`src/rtl/gate_exerciser.sv`:
```
// Truth-table exerciser for a 2-input gate: drives the four (a,b) vectors in turn,
// lets each settle, samples the gate response and reports per-vector mismatches.
//
// state  | meaning
// IDLE   | waiting for start; stimulus held at 0, results held from last sweep
// SETTLE | current vector driven, waiting SETTLE_CYCLES cycles
// SAMPLE | compare y_in against the expected function for the current vector
// DONE   | one-cycle done pulse, results final, stimulus back to 0
module gate_exerciser #(
  parameter int SETTLE_CYCLES = 2
) (
  input  logic       clk,
  input  logic       rst,
  input  logic       start,
  input  logic [2:0] func_sel,
  output logic       a_out,
  output logic       b_out,
  input  logic       y_in,
  output logic       busy,
  output logic       done,
  output logic       pass,
  output logic       bad_func,
  output logic [2:0] err_count,
  output logic [3:0] fail_vec
);

  localparam logic [1:0] S_IDLE   = 2'd0;
  localparam logic [1:0] S_SETTLE = 2'd1;
  localparam logic [1:0] S_SAMPLE = 2'd2;
  localparam logic [1:0] S_DONE   = 2'd3;

  localparam logic [3:0] SETTLE_LAST = 4'(SETTLE_CYCLES - 1);

  logic [1:0] state_q, state_d;
  logic [2:0] func_q, func_d;
  logic [1:0] idx_q, idx_d;
  logic [3:0] cnt_q, cnt_d;
  logic       a_q, a_d;
  logic       b_q, b_d;
  logic       busy_q, busy_d;
  logic       done_q, done_d;
  logic       pass_q, pass_d;
  logic       bad_q, bad_d;
  logic [2:0] err_q, err_d;
  logic [3:0] fail_q, fail_d;

  logic       mismatch;
  logic [2:0] err_next;
  logic [1:0] idx_inc;

  function automatic logic expected_y(input logic [2:0] f, input logic a, input logic b);
    logic y;
    case (f)
      3'd0:    y = a & b;
      3'd1:    y = a | b;
      3'd2:    y = ~(a & b);
      3'd3:    y = ~(a | b);
      3'd4:    y = a ^ b;
      3'd5:    y = ~(a ^ b);
      default: y = 1'b0;
    endcase
    return y;
  endfunction

  assign mismatch = (y_in != expected_y(func_q, a_q, b_q));
  assign err_next = (mismatch && (err_q != 3'd4)) ? err_q + 3'd1 : err_q;
  assign idx_inc  = idx_q + 2'd1;

  always_comb begin
    state_d = state_q;
    func_d  = func_q;
    idx_d   = idx_q;
    cnt_d   = cnt_q;
    a_d     = a_q;
    b_d     = b_q;
    busy_d  = busy_q;
    done_d  = 1'b0;
    pass_d  = pass_q;
    bad_d   = bad_q;
    err_d   = err_q;
    fail_d  = fail_q;

    case (state_q)
      S_IDLE: begin
        if (start) begin
          func_d = func_sel;
          pass_d = 1'b0;
          err_d  = 3'd0;
          fail_d = 4'd0;
          idx_d  = 2'd0;
          cnt_d  = 4'd0;
          a_d    = 1'b0;
          b_d    = 1'b0;
          // Codes 6 and 7 have no gate function: skip straight to the result.
          if (func_sel >= 3'd6) begin
            bad_d   = 1'b1;
            busy_d  = 1'b0;
            done_d  = 1'b1;
            state_d = S_DONE;
          end else begin
            bad_d   = 1'b0;
            busy_d  = 1'b1;
            state_d = S_SETTLE;
          end
        end
      end

      S_SETTLE: begin
        if (cnt_q == SETTLE_LAST) begin
          cnt_d   = 4'd0;
          state_d = S_SAMPLE;
        end else begin
          cnt_d = cnt_q + 4'd1;
        end
      end

      S_SAMPLE: begin
        err_d         = err_next;
        fail_d[idx_q] = fail_q[idx_q] | mismatch;
        if (idx_q == 2'd3) begin
          a_d     = 1'b0;
          b_d     = 1'b0;
          busy_d  = 1'b0;
          done_d  = 1'b1;
          pass_d  = (err_next == 3'd0) && !bad_q;
          state_d = S_DONE;
        end else begin
          idx_d   = idx_inc;
          a_d     = idx_inc[1];
          b_d     = idx_inc[0];
          state_d = S_SETTLE;
        end
      end

      default: begin
        idx_d   = 2'd0;
        state_d = S_IDLE;
      end
    endcase
  end

  always_ff @(posedge clk) begin
    if (rst) begin
      state_q <= S_IDLE;
      func_q  <= 3'd0;
      idx_q   <= 2'd0;
      cnt_q   <= 4'd0;
      a_q     <= 1'b0;
      b_q     <= 1'b0;
      busy_q  <= 1'b0;
      done_q  <= 1'b0;
      pass_q  <= 1'b0;
      bad_q   <= 1'b0;
      err_q   <= 3'd0;
      fail_q  <= 4'd0;
    end else begin
      state_q <= state_d;
      func_q  <= func_d;
      idx_q   <= idx_d;
      cnt_q   <= cnt_d;
      a_q     <= a_d;
      b_q     <= b_d;
      busy_q  <= busy_d;
      done_q  <= done_d;
      pass_q  <= pass_d;
      bad_q   <= bad_d;
      err_q   <= err_d;
      fail_q  <= fail_d;
    end
  end

  assign a_out     = a_q;
  assign b_out     = b_q;
  assign busy      = busy_q;
  assign done      = done_q;
  assign pass      = pass_q;
  assign bad_func  = bad_q;
  assign err_count = err_q;
  assign fail_vec  = fail_q;

endmodule

```
`config.mk`:
```
export PLATFORM = sky130hd
export DESIGN_NAME = gate_exerciser
export DESIGN_NICKNAME = d
export VERILOG_FILES = /design/src/rtl/gate_exerciser.sv
export SDC_FILE = /design/constraint.sdc
export NUM_CORES = 1
export LEC_CHECK = 0
export ABC_AREA = 1
export CORE_MARGIN = 3
export CORE_UTILIZATION = 53
export DETAILED_ROUTE_END_ITERATION = 8
export GPL_TIMING_DRIVEN = 0
export HOLD_SLACK_MARGIN = 0.03
export PLACE_DENSITY = 0.78
export SLEW_MARGIN = 10
export SYNTH_ARGS = -nofsm -noshare
export SYNTH_HDL_FRONTEND = slang
export SYNTH_SLANG_ARGS = --single-unit
```
`constraint.sdc`:
```
create_clock -name clk -period 1.7 [get_ports clk]
set_input_delay 0.255 -clock clk [delete_from_list [all_inputs] [get_ports clk]]
set_output_delay 0.255 -clock clk [all_outputs]
set_load 0.02 [all_outputs]
```
# Yosys cells after proc, flatten, opt, wreduce, memory -nomap -nowiden
# Index checks and enable logic that the tools add are counted.
dict set report totals {
  reg_bits 24
  latchBits 0
  ram_bits 0
  rom_bits 0
  input_bits 7
  output_inout_bits 13
  elab_cells 92
  mem_count 0
}
dict set report classes {
  add_sub_neg 3
  mul 0
  n_div 0
  order_cmp 3
  eq_ne 15
  n_shift 0
  muxes 36
  n_bitwise 8
  n_reduce_logical 15
}
# cell n
set ops {}
lappend ops {{$pmux 4 s2} 2}
lappend ops {{$mux 1} 12}
lappend ops {{$mux 2} 6}
lappend ops {{$pmux 2 s3} 2}
lappend ops {{$pmux 1 s2} 5}
lappend ops {{$mux 4} 2}
lappend ops {{$ne 2x2->1 const B} 4}
lappend ops {{$reduce_and 2->1} 4}
lappend ops {{$eq 3x2->1 const B} 2}
lappend ops {{$eq 3x3->1 const B} 2}
lappend ops {{$logic_not 3->1} 2}
lappend ops {{$mux 3} 2}
lappend ops {{$pmux 1 s6} 1}
lappend ops {{$pmux 3 s2} 1}
lappend ops {{$reduce_and 3->1} 2}
lappend ops {{$add 4x1->4 const B} 1}
lappend ops {{$bwmux 4} 1}
lappend ops {{$eq 2x2->1 const B} 2}
lappend ops {{$eq 4x1->1 const B} 1}
lappend ops {{$not 1->1} 4}
lappend ops {{$reduce_bool 2->1} 2}
lappend ops {{$add 3x1->3 const B} 1}
lappend ops {{$eq 3x1->1 const B} 1}
lappend ops {{$ge 3x3->1 const B} 1}
lappend ops {{14 further kinds} 17}

# Depth between registers and ports, before layout
dict set report logic_depth {
  word_depth 10
  ltp_mapped 15
}

# Worst setup path after synthesis
# OpenSTA, ideal clock, no wires.
dict set report synth_path {
  path_kind {register -> register}
  start {reg a_q (netlist: a_out)}
  end {reg err_q[1] (netlist: err_count[1])}
  setup_time_ps 66
  arrival_time_ps 1680
  required_ps 1634
  slack_ps -46
  path_stages_with_launch 13
  n_path_buf 0
  path_cell_list {dfxtp_1 > inv_1 > ha_1 > inv_1 > nand2_1 > nand3_2 > nand3_1 > nand3_2 > nand3_4 > nand2_2 > o21ai_2 > or2_1 > a21oi_2}
}
dict set report synth_via {
  elab_chain_len 7
  word_cells_on_any_way 11
}
# element line
set synth_lines {}
lappend synth_lines {{from (decl)} 38} ;# logic a_q, a_d;
lappend synth_lines {{from (signal assigned)} 148} ;# a_q <= 1'b0;
lappend synth_lines {{from (signal assigned)} 161} ;# a_q <= a_d;
lappend synth_lines {{$xor 1x1->1 (tied with other cells)} {58, 59}}
lappend synth_lines {{$not 1->1, on equally long branches} {59, 56, 57}}
lappend synth_lines {{$pmux 1 s6 (*)} 53} ;# case (f)
lappend synth_lines {{$ne 1x1->1 (*)} 65} ;# assign mismatch = (y_in != expected_y(func_q, a_q, b_q));
lappend synth_lines {{$logic_and 1x1->1 (*)} 66} ;# assign err_next = (mismatch && (err_q != 3'd4)) ? err_q + 3'd1 : err_q;
lappend synth_lines {{$mux 3 (*)} 66}
lappend synth_lines {{$pmux 3 s2 (*)} 83} ;# case (state_q)
lappend synth_lines {{to (signal assigned)} 167} ;# err_q <= err_d;
lappend synth_lines {{to (decl)} 44} ;# logic [2:0] err_q, err_d;
# Mark *: on every way between the ends. The rest lies on a longest branch, timed or not.
# A chain may end at the register's enable or synchronous reset.

# Worst setup path in the final report
dict set report layout_path {
  start {reg a_q (netlist: a_out)}
  end {out a_out}
}
# element line
set layout_lines {}
lappend layout_lines {{to (decl)} 16} ;# output logic a_out,
# No word-level cell between the ends.

==> metrics.md <==
| Metric | Value |
|---|---|
| First-pass GRT wire length | 5000 um |
| CP Launch Type | register |
| Hpwl dp | 2140 um |
| Detail Route Antenna Nets | 0 |
| Worst Path Arrival | 1400 ps |
| Vias in the first global route | 1247 |
| Worst rel slew slack | 71.2% |
| Die Area | 3140 um^2 |
| Post-Syn Instances | 187 |
| Number of DRC markers in iteration 0 | 42 |
| Ranking of synthesized cells by area | dfxtp_1, nand2_1, ha_1 |
| Max clock buf depth | 2 |
| Initial antenna violation count | 0 |
| Hold crit path type | in -> reg |
| Via count | 1252 |
| Critical Setup Path Class | reg -> out |
| GR Overflow Total | 0 |
| Multi-input logic area | 791 um^2 |
| Mapped cell area | 1330 um^2 |
| Endpoints failing hold | 0 |
| Worst r2r src | b_out |
| Seq/Total Area, Yosys | 36.2% |
| Syn avg cell area | 7.11 um^2 |
| Hold Path Origin | rst |
| DRC Markers | 0 |
| CTS Buf Count | 3 |
| Htree depth | 1 |
| Layout area overhead | 26.1% |
| Share of layout cells above drive strength 1 | 18.5% |
| Pwr dens | 806 nW/um^2 |
| CTS tree | yes |
| Clock Root Buffer | clkbuf_4 |
| Gr usage total | 18.9% |
| TritonRoute pass-1 iters | 4 |
| Final min period | 1650 ps |
| Chip Width | 56.1 um |
| WHS Path Cells | 2 |
| P_leak | 0.728 nW |
| Core Box Area | 2300 um^2 |
| Synthesized netlist net count | 204 |
| # diodes | 0 |
| FP Rows | 17 |
| CP endpoint kind | output port |
| Unrepaired setup endpoints after global routing | yes |
| Synthesized flop and latch total | 24 |
| Synth Warn # | 0 |
| Fill cells | 180 |
| Hold EP | state_q[0] |
| Min Hold Slack | 169 ps |
| Max Cap Viol | 0 |
| Worst skew pair latency | 310 ps |
| Area share of the leading cell type in the synthesized netlist | 36.2% |
| Max FO, Critical Path | 3 |
| Cell variety after synth | 26 |
| Max rail drop VDD | 649 uV |
| Largest net degree at the start of global routing | 14 |
| Total I/O pin count | 20 |
| Wirelength, routed | 2870 um |
| Storage cell area | 483 um^2 |
| Final Max Slew Viols | 0 |
| Clock Sinks | 24 |
| Final Cycle Share | 97.1% |
| Worst Setup SP | a_out |
| Layout Skew | 8.39 ps |
| Vias per std cell | 5.24 |
| Clock transition at path regs | 140 ps |
| R2R Path End | err_count[1] |
| Final Wtd Congestion | 0.857 |
| R2R Setup Slk | 50 ps |
| Fmax | 0.606 GHz |
| WP data required | 1440 ps |
| Final Util | 72.9% |
| Nets | 229 |
| Starting Density | 57.8% |
| # port buffers | 18 |
| Die Y | 56.1 um |
| Leading area contributor after synthesis | dfxtp_1 |
| Status | finished, final reports clean |
| R2R cell count | 13 |
| Endpoints failing setup | 0 |
| Worst Tran Pin Value | 433 ps |
| Routed WL per cell | 12.0 um |
-- sequential cells by signal, indices dropped and copies added (netlist names) --
name,cells
a_out,1
func_q,3
busy,1
state_q,2
cnt_q,4
err_count,3
b_out,1
fail_vec,4
done,1
pass,1
idx_q,2
bad_func,1
-- where the power goes --
group	internal (mW)	switching, mW	total (mW)
combinational	0.150	0.259	0.409
sequential	0.604	0.0356	0.640
clock	0.131	0.171	0.302
total	0.885	0.466	1.35
-- cells by family after synthesis --
group / count (synthesis) / synth area share, %
buf+inv: 34 / 9.98
fa+ha+maj: 10 / 9.42
xor+xnor: 1 / 0.659
simple gates: 83 / 29.1
flops: 24 / 36.2
compound gates: 35 / 14.7
-- cell type report --
type,instances,area share [%]
Buffer,3,0.971
Clock buffer,4,2.17
Inverter,31,6.95
Multi-Input combinational cell,129,47.2
Sequential cell,24,28.8
Tap cell,28,2.09
Timing Repair Buffer,20,11.8
-- worst max-delay path by stage --
stage / end / slack [ps] / cells after the start
2_1_floorplan: err_count[1] / 40 / 12
4_1_cts: err_count[1] / -3 / 13
5_1_grt: pass / -40 / 13
6_report: a_out / 50 / 2
3_3_place_gp: fail_vec[1] / 30 / 12
3_5_place_dp: fail_vec[0] / -40 / 12
-- synthesized netlist by cell type --
cell      count
buf_4         1
nand3_4       1
nand3_2       4
a21oi_1      18
a211oi_1      2
nor2_1       15
nand4_1       1
o21ai_0       6
xor2_1        1
inv_2         6
nand3_1      10
a21oi_2       1
clkbuf_1      1
o21ai_2       2
ha_1         10
buf_2         1
dfxtp_1      24
or2_0         1
inv_1        25
or2_1         1
nand2_1      43
a311oi_1      1
nor3b_1       1
nor3_1        2
o21ai_1       5
nand2_2       4
-- metrics by stage --
stage | setup TNS [ps] | total power [mW] | setup WS (ps) | area (um^2) | std cells
4_1_cts | -3.48 | 1.33 | -3.48 | 1640 | 239
3_3_place_gp | 0 | 1.00 | 29.1 | 1550 | 233
6_report | 0 | 1.35 | 49.3 | 1680 | 239
2_1_floorplan | 0 | 0.911 | 43.8 | 1330 | 187
3_5_place_dp | -99.7 | 1.01 | -37.2 | 1550 | 233
5_1_grt | -173 | 1.44 | -43.3 | 1680 | 239
-- layout by cell type, fill, tap and decap left out, drive strengths merged --
master / count
nand2: 47
inv: 31
dfxtp: 24
a21oi: 19
clkdlybuf4s50: 17
nor2: 15
nand3: 15
o21ai: 13
ha: 10
clkbuf: 5
buf: 4
nor3: 2
a211oi: 2
or2: 2
nand4: 1
a311oi: 1
nor3b: 1
xor2: 1
dlymetal6s2s: 1
-- layer usage --
layer,share of wire (%),vias to the layer above,global-route usage (%)
li1,-,644,-
met1,48,576,24.2
met2,47,30,33.6
met3,4.2,2,2.32
met4,0.59,0,4.41
met5,0,-,0
-- what timing repair did --
action | in CTS | in global routing
endpoints found under the setup margin | 8 | 6
buffers inserted | 2 | 0
pin swaps | 9 | 8
resized for setup | 10 | 8
hold buffers | 0 | 0
-- critical path: stages, from the launching register on --
cell and delay, ps:
dfxtp_2 360, buf_4 130, clkdlybuf4s50_1 600
Note: power is estimated with default switching activity, not from simulation.
